--- config.mk ---
export PLATFORM = sky130hd
export DESIGN_NAME = id_ex_register
export DESIGN_NICKNAME = d
export VERILOG_FILES = /design/src/rtl/rv_pipe_pkg.sv /design/src/rtl/id_ex_bypass.sv /design/src/rtl/id_ex_register.sv
export SDC_FILE = /design/constraint.sdc
export NUM_CORES = 1
export LEC_CHECK = 0
export ABC_AREA = 1
export BUFFER_PORTS_ARGS = -buffer_cell sky130_fd_sc_hd__clkbuf_2
export CORE_ASPECT_RATIO = 0.6
export CORE_MARGIN = 8
export CORE_UTILIZATION = 53
export DETAILED_ROUTE_END_ITERATION = 8
export PLACE_DENSITY_LB_ADDON = 0.08
export SLEW_MARGIN = 40
export SYNTH_ARGS = -nofsm -noshare
export SYNTH_HDL_FRONTEND = slang
export SYNTH_HIERARCHICAL = 1
export SYNTH_SLANG_ARGS = --single-unit
--- constraint.sdc ---
create_clock -name Clk -period 5.5 [get_ports Clk]
set_clock_uncertainty 0.1 [all_clocks]
set_input_delay 0.55 -clock Clk [delete_from_list [all_inputs] [get_ports Clk]]
set_output_delay 0.55 -clock Clk [all_outputs]
set_load 0.03 [all_outputs]
--- src/rtl/rv_pipe_pkg.sv ---
// Shared pipeline types: decoded control bundle, ALU op codes and
// register-file write-source encodings.
package rv_pipe_pkg;

  typedef enum logic [3:0] {
    AluAdd   = 4'd0,
    AluSub   = 4'd1,
    AluSll   = 4'd2,
    AluSlt   = 4'd3,
    AluSltu  = 4'd4,
    AluXor   = 4'd5,
    AluSrl   = 4'd6,
    AluSra   = 4'd7,
    AluOr    = 4'd8,
    AluAnd   = 4'd9,
    AluPassB = 4'd10
  } alu_op_e;

  // Register-file write-data source
  localparam logic [1:0] RuSrcAlu = 2'd0;
  localparam logic [1:0] RuSrcMem = 2'd1;
  localparam logic [1:0] RuSrcPc4 = 2'd2;
  localparam logic [1:0] RuSrcImm = 2'd3;

  typedef struct packed {
    alu_op_e    AluOp;
    logic       AluASrc;
    logic       AluBSrc;
    logic       RuWr;
    logic       DmWr;
    logic       DmRd;
    logic [1:0] RuDataWrSrc;
  } ctrl_t;

  // Bubble controls: no architectural side effects
  localparam ctrl_t CTRL_NOP = '{
    AluOp:       AluAdd,
    AluASrc:     1'b0,
    AluBSrc:     1'b0,
    RuWr:        1'b0,
    DmWr:        1'b0,
    DmRd:        1'b0,
    RuDataWrSrc: RuSrcAlu
  };

endpackage

--- src/rtl/id_ex_bypass.sv ---
// Write-through mux: a register being written back this cycle is forwarded
// in place of the (stale) register-file read. x0 is never forwarded.
module id_ex_bypass #(
  parameter int unsigned XLEN = 32,
  parameter int unsigned RA_W = 5
) (
  input  logic [RA_W-1:0] Rs,
  input  logic [XLEN-1:0] RsData,
  input  logic            WbRuWr,
  input  logic [RA_W-1:0] WbRd,
  input  logic [XLEN-1:0] WbData,
  output logic [XLEN-1:0] RsDataOut
);

  logic hit;

  // Select writeback data on an index match with a live, non-x0 write
  always_comb begin
    hit       = WbRuWr && (WbRd != '0) && (WbRd == Rs);
    RsDataOut = hit ? WbData : RsData;
  end

endmodule

--- src/rtl/id_ex_register.sv ---
// ID/EX pipeline register with flush/stall handling, load-use hazard
// detection, write-through operand bypass and a saturating bubble counter.
module id_ex_register
  import rv_pipe_pkg::*;
#(
  parameter int unsigned XLEN = 32,
  parameter int unsigned RA_W = 5
) (
  input  logic            Clk,
  input  logic            Rst,
  input  logic            Stall,
  input  logic            Flush,
  input  logic            IdValid,
  input  logic [XLEN-1:0] IdPc,
  input  logic [XLEN-1:0] IdImm,
  input  logic [RA_W-1:0] IdRs1,
  input  logic [RA_W-1:0] IdRs2,
  input  logic [RA_W-1:0] IdRd,
  input  logic [XLEN-1:0] IdRuRs1,
  input  logic [XLEN-1:0] IdRuRs2,
  input  ctrl_t           IdCtrl,
  input  logic            WbRuWr,
  input  logic [RA_W-1:0] WbRd,
  input  logic [XLEN-1:0] WbData,
  output logic            ExValid,
  output logic [XLEN-1:0] ExPc,
  output logic [XLEN-1:0] ExImm,
  output logic [RA_W-1:0] ExRs1,
  output logic [RA_W-1:0] ExRs2,
  output logic [RA_W-1:0] ExRd,
  output ctrl_t           ExCtrl,
  output logic [XLEN-1:0] ExRs1Data,
  output logic [XLEN-1:0] ExRs2Data,
  output logic            LoadUseStall,
  output logic [31:0]     BubbleCount
);

  logic            ex_valid_q, ex_valid_d;
  logic [XLEN-1:0] ex_pc_q, ex_pc_d;
  logic [XLEN-1:0] ex_imm_q, ex_imm_d;
  logic [RA_W-1:0] ex_rs1_q, ex_rs1_d;
  logic [RA_W-1:0] ex_rs2_q, ex_rs2_d;
  logic [RA_W-1:0] ex_rd_q, ex_rd_d;
  ctrl_t           ex_ctrl_q, ex_ctrl_d;
  logic [XLEN-1:0] ex_rs1_data_q, ex_rs1_data_d;
  logic [XLEN-1:0] ex_rs2_data_q, ex_rs2_data_d;
  logic [31:0]     bubble_count_q, bubble_count_d;

  logic            load_use;
  logic            hold;
  logic            bubble;
  logic [RA_W-1:0] byp_rs1_idx, byp_rs2_idx;
  logic [XLEN-1:0] byp_rs1_in, byp_rs2_in;
  logic [XLEN-1:0] byp_rs1_out, byp_rs2_out;

  // Hazard detect and per-edge action decode (Rst is handled in the flop)
  always_comb begin
    load_use = ex_valid_q && ex_ctrl_q.DmRd && IdValid && (ex_rd_q != '0) &&
               ((ex_rd_q == IdRs1) || (ex_rd_q == IdRs2));
    hold     = Stall && !Flush;
    bubble   = Flush || (!Stall && load_use);
    // While holding, the bypass refreshes the held operand instead of the ID one
    byp_rs1_idx = hold ? ex_rs1_q      : IdRs1;
    byp_rs1_in  = hold ? ex_rs1_data_q : IdRuRs1;
    byp_rs2_idx = hold ? ex_rs2_q      : IdRs2;
    byp_rs2_in  = hold ? ex_rs2_data_q : IdRuRs2;
  end

  id_ex_bypass #(
    .XLEN (XLEN),
    .RA_W (RA_W)
  ) u_bypass_rs1 (
    .Rs        (byp_rs1_idx),
    .RsData    (byp_rs1_in),
    .WbRuWr    (WbRuWr),
    .WbRd      (WbRd),
    .WbData    (WbData),
    .RsDataOut (byp_rs1_out)
  );

  id_ex_bypass #(
    .XLEN (XLEN),
    .RA_W (RA_W)
  ) u_bypass_rs2 (
    .Rs        (byp_rs2_idx),
    .RsData    (byp_rs2_in),
    .WbRuWr    (WbRuWr),
    .WbRd      (WbRd),
    .WbData    (WbData),
    .RsDataOut (byp_rs2_out)
  );

  // Next EX contents: bubble, hold (with operand refresh) or capture
  always_comb begin
    ex_valid_d     = ex_valid_q;
    ex_pc_d        = ex_pc_q;
    ex_imm_d       = ex_imm_q;
    ex_rs1_d       = ex_rs1_q;
    ex_rs2_d       = ex_rs2_q;
    ex_rd_d        = ex_rd_q;
    ex_ctrl_d      = ex_ctrl_q;
    ex_rs1_data_d  = byp_rs1_out;
    ex_rs2_data_d  = byp_rs2_out;
    bubble_count_d = bubble_count_q;
    if (bubble) begin
      ex_valid_d    = 1'b0;
      ex_pc_d       = '0;
      ex_imm_d      = '0;
      ex_rs1_d      = '0;
      ex_rs2_d      = '0;
      ex_rd_d       = '0;
      ex_ctrl_d     = CTRL_NOP;
      ex_rs1_data_d = '0;
      ex_rs2_data_d = '0;
      if (bubble_count_q != 32'hFFFF_FFFF) begin
        bubble_count_d = bubble_count_q + 32'd1;
      end
    end else if (!hold) begin
      ex_valid_d = IdValid;
      ex_pc_d    = IdPc;
      ex_imm_d   = IdImm;
      ex_rs1_d   = IdRs1;
      ex_rs2_d   = IdRs2;
      ex_rd_d    = IdRd;
      ex_ctrl_d  = IdValid ? IdCtrl : CTRL_NOP;
    end
  end

  // EX stage state with synchronous reset
  always_ff @(posedge Clk) begin
    if (Rst) begin
      ex_valid_q     <= 1'b0;
      ex_pc_q        <= '0;
      ex_imm_q       <= '0;
      ex_rs1_q       <= '0;
      ex_rs2_q       <= '0;
      ex_rd_q        <= '0;
      ex_ctrl_q      <= CTRL_NOP;
      ex_rs1_data_q  <= '0;
      ex_rs2_data_q  <= '0;
      bubble_count_q <= '0;
    end else begin
      ex_valid_q     <= ex_valid_d;
      ex_pc_q        <= ex_pc_d;
      ex_imm_q       <= ex_imm_d;
      ex_rs1_q       <= ex_rs1_d;
      ex_rs2_q       <= ex_rs2_d;
      ex_rd_q        <= ex_rd_d;
      ex_ctrl_q      <= ex_ctrl_d;
      ex_rs1_data_q  <= ex_rs1_data_d;
      ex_rs2_data_q  <= ex_rs2_data_d;
      bubble_count_q <= bubble_count_d;
    end
  end

  // Output drive
  always_comb begin
    ExValid      = ex_valid_q;
    ExPc         = ex_pc_q;
    ExImm        = ex_imm_q;
    ExRs1        = ex_rs1_q;
    ExRs2        = ex_rs2_q;
    ExRd         = ex_rd_q;
    ExCtrl       = ex_ctrl_q;
    ExRs1Data    = ex_rs1_data_q;
    ExRs2Data    = ex_rs2_data_q;
    LoadUseStall = load_use;
    BubbleCount  = bubble_count_q;
  end

endmodule
==> flow_summary.json, run 1 <==
{
  "cts_max_level": 4,
  "synth.area.top_cells": "dfxtp_1, nand2_1, mux2_2",
  "synthCells": 1343,
  "critPathMaxFanout": 85,
  "cp-start-kind": "input pin",
  "dieHeight_um": 119,
  "relSlewSlack": 0.428,
  "cts.clk_slew.worst_paths_ns": 0.07,
  "synth_top_area_frac": 0.399,
  "postCtsHoldBufs": 0,
  "vias_per_cell": 5.20,
  "drtIter0Drc": 758,
  "dpl.hpwl_um": 22400,
  "peakVddDrop_mv": 0.203,
  "dieArea_sq_mm": 0.0224,
  "critPathRequiredTime_ns": 5.68,
  "cts_resized": 0,
  "timing.rr.end": "ExRs1Data[7]",
  "die_w_um": 188,
  "final_util": 0.685,
  "numClockSinks": 187,
  "grt_pass1_vias": 9456,
  "vias": 9948,
  "cts_buffers": 17,
  "drcViolationCount": 0,
  "core_region_area_sq_mm": 0.0172,
  "use_met1": 0.325,
  "reg2reg_depth": 10,
  "synth_edf_count": 0,
  "cts_tree": "done",
  "syn_nets": 1541,
  "clk_path_buf_depth": 2,
  "drv_slew": 0,
  "grt_overflow": 0,
  "wl_um": 31100,
  "whs_path_depth": 2,
  "yosysWarningCount": 6,
  "power.total_mw": 3.17,
  "yosysMostFrequentCell": "nand2_1",
  "nNetsFinal": 1863,
  "place_congestion": 0.850,
  "synth_commonest_cells": "nand2_1, dfxtp_1, nor2_1",
  "portBuffers": 384,
  "ys_types": 30,
  "ios": 385,
  "fmax_ghz": 0.312,
  "ant_nets": 0,
  "final-setup-viol-count": 0,
  "rrSetupSlack_ns": 2.71,
  "tns_ns": 0,
  "tightest_slew_ns": 0.856,
  "rsz0062_at_grt": "no",
  "maxCapViolations": 0,
  "antenna_cells": 0,
  "synth_seq_cells": 187,
  "p_leak_nw": 6.23,
  "floorplan.initialDensity": 0.545,
  "rows": 37,
  "post-route-period-util": 0.583,
  "syn2layout_area_growth_pct": 25.8,
  "synthFlopType": "dfxtp_1",
  "hold_class": "input pin to flop",
  "post_cts_buffers": 0,
  "fin_area_sq_mm": 0.0118,
  "met2_usage": 0.441,
  "synth_top_area_cell": "dfxtp_1",
  "grt_max_degree": 106,
  "synthArstFlopShare": 0,
  "antenna_found_initial": 0,
  "period_needed_ns": 3.21,
  "syn_area_sq_mm": 0.00938,
  "grt.busiest_layer": "met2",
  "drive_gt1_frac": 0.306,
  "outcome": "finished clean",
  "root_buffer": "clkbuf_16",
  "crit_type": "input pin to flop",
  "hold_viol_final": 0,
  "grt_util_met3": 0.0676,
  "post_synth.cell_area_avg_sq_um": 6.98,
  "avgRoutedWirePerCell_um": 16.3,
  "clkLatencyLatePin_ns": 0.43,
  "grt_pass1_wl_um": 49200,
  "crit_end": "ExRs1Data[8]",
  "dp.cells": 1879,
  "startpoint": "Flush",
  "placed_cell_area_sq_mm": 0.0112,
  "firstDrtPassIters": 5,
  "grtUsageTotal": 0.264,
  "reg2reg_from": "ExRd[4]",
  "synth-seq-area-share": 0.399,
  "cp_data_arrival_time_ns": 3.39,
  "pwr_density_cell_mw_per_mm2": 269,
  "critPathCaptureType": "flop",
  "fin_cells": 1912
}
worst max-delay path: stages:
cell and delay (ns):
clkbuf_2 0.09, inv_2 0.10, nand2_8 0.28, o21ai_0 0.36
inv_1 0.09, inv_1 0.06, nand2_1 0.04, nand2_1 0.07
nand2_1 0.09, nor2_4 0.65, nand3_4 0.57, nand2_1 0.19
nand2_1 0.07, inv_1 0.06, nor2_1 0.04
cells in the final DEF, fill, tap and decap left out, types with 6 or more instances in the layout:
master     netlist  final
a21oi_1        112    112
clkbuf_16        0     17
clkbuf_2         0    384
dfxtp_1        187    187
inv_1          143    142
mux2_2          64     64
nand2_1        341    340
nand3_1        136    135
nand4_1         66     66
nor2_1         151    151
nor2_4           6      6
o21ai_0         10     10
metal layers:
| layer | vias up | share of wire |
|---|---|---|
| met2 | 413 | 0.47 |
| li1 | 4956 | - |
| met4 | 0 | 0.032 |
| met1 | 4518 | 0.41 |
| met5 | - | 0 |
| met3 | 61 | 0.080 |
worst min-delay path by stage:
| stage | startpoint | end | slack (ns) |
|---|---|---|---|
| after detailed placement | ExPc[22] | ExPc[22] | 0.37 |
| after CTS | Rst | BubbleCount[28] | 0.18 |
| after global placement | ExCtrl[6] | ExCtrl[6] | 0.37 |
| after floorplan | ExPc[3] | ExPc[3] | 0.51 |
| final | Rst | BubbleCount[28] | 0.19 |
| after global routing | Rst | BubbleCount[28] | 0.18 |
metrics by stage:
stage	hold WS, ns	setup slack, ns
6_report	0.193	2.29
5_1_grt	0.185	2.03
4_1_cts	0.180	2.38
3_5_place_dp	0.374	1.91
3_3_place_gp	0.370	1.72
2_1_floorplan	0.514	3.11
layout make-up:
| cell class | count | area [sq um] |
|---|---|---|
| Fill cell | 1601 | 5420 |
| Clock buffer | 20 | 447 |
| Tap cell | 234 | 293 |
| Clock inverter | 12 | 104 |
| Inverter | 150 | 564 |
| Timing Repair Buffer | 393 | 2020 |
| Multi-Input combinational cell | 916 | 4630 |
| Sequential cell | 187 | 3740 |
cell families (layout without fill, tap and decap cells):
| family | after synthesis | in the layout | share of synthesized area |
|---|---|---|---|
| AO/OA/AOI/OAI | 126 | 126 | 0.0680 |
| XOR/XNOR | 8 | 8 | 0.00747 |
| adder cells (fa/ha/maj) | 1 | 1 | 0.00133 |
| buffers and inverters | 240 | 575 | 0.111 |
| flip-flops | 187 | 187 | 0.399 |
| multiplexers | 64 | 64 | 0.0768 |
| AND/OR/NAND/NOR | 717 | 717 | 0.336 |
state kept, by name, indices dropped and copies added (netlist names):
signal	count
BubbleCount	32
ExImm	32
ExPc	32
ExRs1Data	32
ExRs2Data	32
ExCtrl	11
ExRd	5
ExRs1	5
ExRs2	5
ExValid	1
power breakdown:
group / internal, mW / switching, mW / total, mW
Combinational: 0.193 / 0.363 / 0.556
Clock: 0.608 / 0.570 / 1.18
Sequential: 1.40 / 0.0342 / 1.44
Total: 2.20 / 0.968 / 3.17
No activity file was read; power rests on OpenSTA's default activity.
==> inputs of run 2 (changes only) <==
--- a/config.mk
+++ b/config.mk
@@ -9,7 +9,7 @@
 export BUFFER_PORTS_ARGS = -buffer_cell sky130_fd_sc_hd__clkbuf_2
 export CORE_ASPECT_RATIO = 0.6
 export CORE_MARGIN = 8
-export CORE_UTILIZATION = 53
+export CORE_UTILIZATION = 49
 export DETAILED_ROUTE_END_ITERATION = 8
 export PLACE_DENSITY_LB_ADDON = 0.08
 export SLEW_MARGIN = 40
==> constraint.sdc (replaced) <==
create_clock -name Clk -period 3.1 [get_ports Clk]
set_clock_uncertainty 0.1 [all_clocks]
set_input_delay 0.31 -clock Clk [delete_from_list [all_inputs] [get_ports Clk]]
set_output_delay 0.31 -clock Clk [all_outputs]
set_load 0.03 [all_outputs]
==> flow_summary.json, run 2 (synthesis results as in run 1) <==
{
  "floorplan.initialDensity": 0.497,
  "clkLatencyLatePin_ns": 0.44,
  "grt_pass1_wl_um": 50800,
  "drive_gt1_frac": 0.299,
  "post-route-period-util": 0.789,
  "grtUsageTotal": 0.262,
  "fmax_ghz": 0.409,
  "grt_pass1_vias": 9703,
  "nFillCells": 1742,
  "root_buffer": "clkbuf_16",
  "post_cts_buffers": 0,
  "ant_nets": 0,
  "hold_viol_final": 0,
  "dieArea_sq_mm": 0.0240,
  "rsz0062_at_grt": "no",
  "hold_class": "input pin to flop",
  "dieHeight_um": 123,
  "cp-start-kind": "flop",
  "place_congestion": 0.849,
  "grt_overflow": 0,
  "avgRoutedWirePerCell_um": 16.3,
  "syn2layout_area_growth_pct": 32.7,
  "cts.clk_slew.worst_paths_ns": 0.07,
  "antenna_found_initial": 1,
  "grt_max_degree": 156,
  "critPathMaxFanout": 31,
  "cts_buffers": 17,
  "cp_data_arrival_time_ns": 2.67,
  "portBuffers": 384,
  "p_leak_nw": 6.49,
  "vias_per_cell": 5.08,
  "nNetsFinal": 1923,
  "drcViolationCount": 0,
  "fin_cells": 1986,
  "cts_tree": "done",
  "numClockSinks": 187,
  "wl_um": 32500,
  "critPathCaptureType": "flop",
  "clk_path_buf_depth": 2,
  "drtIter0Drc": 594,
  "dpl.hpwl_um": 23100,
  "final-setup-viol-count": 0,
  "pwr_density_cell_mw_per_mm2": 469,
  "ios": 385,
  "final_common_cell": "clkbuf_2",
  "tightest_slew_ns": 0.860,
  "period_needed_ns": 2.45,
  "rows": 39,
  "core_region_area_sq_mm": 0.0189,
  "die_w_um": 195,
  "tns_ns": 0,
  "maxCapViolations": 0,
  "critPathRequiredTime_ns": 3.32,
  "drv_slew": 0,
  "cts_max_level": 4,
  "dp.cells": 1897,
  "outcome": "finished clean",
  "layout_common_cells": "clkbuf_2, nand2_1, dfxtp_1",
  "vias": 10096,
  "firstDrtPassIters": 5,
  "relSlewSlack": 0.427,
  "peakVddDrop_mv": 0.374,
  "crit_type": "flop to flop"
}
## run 2: path summary, 6_finish.rpt
check	start	endpoint	slack, ns	cells past startpoint
max	ExRd[4]	BubbleCount[9]	0.65	12
min	IdRd[3]	ExRd[3]	0.02	3
max reg2reg	ExRd[4]	BubbleCount[9]	0.65	12
min reg2reg	ExCtrl[1]	ExCtrl[1]	0.38	2
## run 2: stage by stage
step | util | instance area, sq um | power [mW] | setup slack [ns] | hold WS [ns]
finish | 0.659 | 12400 | 5.83 | 0.654 | 0.0192
global route | 0.659 | 12400 | 6.09 | 0.336 | 0.00262
CTS | 0.657 | 12400 | 5.86 | 0.438 | 0.000840
detailed placement | 0.597 | 11300 | 3.59 | 0.0979 | 0.374
global placement | 0.597 | 11300 | 3.57 | 0.237 | 0.370
floorplan | - | 9380 | 3.25 | 0.945 | 0.282
## run 2: layout make-up
cell class	count	area, sq um	share of cell area
diodes	2	5.00	0.000402
clock buffers	20	457	0.0367
clock inverters	12	138	0.0111
inverters	150	564	0.0453
multi-input cells	916	4610	0.371
flip-flops and latches	187	3740	0.301
well taps	246	308	0.0247
repair buffers	453	2620	0.210
## run 2: report_power, final
part           switching (mW)  internal (mW)
clock                   0.993           1.24
sequential             0.0589           2.49
combinational           0.661          0.390
total                    1.71           4.12
## run 2: what timing repair did
item,4_1_cts,5_1_grt
hold endpoints to repair,54,0
hold buffers,54,0
gates resized for setup,0,0
setup endpoints to repair,0,0
## run 2: critical path, cell delays in order, from the launching register on
cell and delay (ns):
dfxtp_1 0.44, inv_1 0.11, nand2_1 0.07, nand2_1 0.04
nor2_1 0.16, nand3_1 0.12, nand2_1 0.07, nand3_1 0.15
nand2_2 0.43, buf_4 0.39, nand3b_1 0.11, nand2_1 0.09
nor2_1 0.04
## run 2: metal layers
layer | routed length (um) | vias to the layer above | global-route usage | share of wire
li1 | - | 5073 | - | -
met1 | 13700 | 4581 | 0.321 | 0.42
met2 | 15100 | 374 | 0.429 | 0.46
met3 | 2690 | 66 | 0.0796 | 0.083
met4 | 985 | 2 | 0.111 | 0.030
met5 | 9 | - | 0 | 0.00028
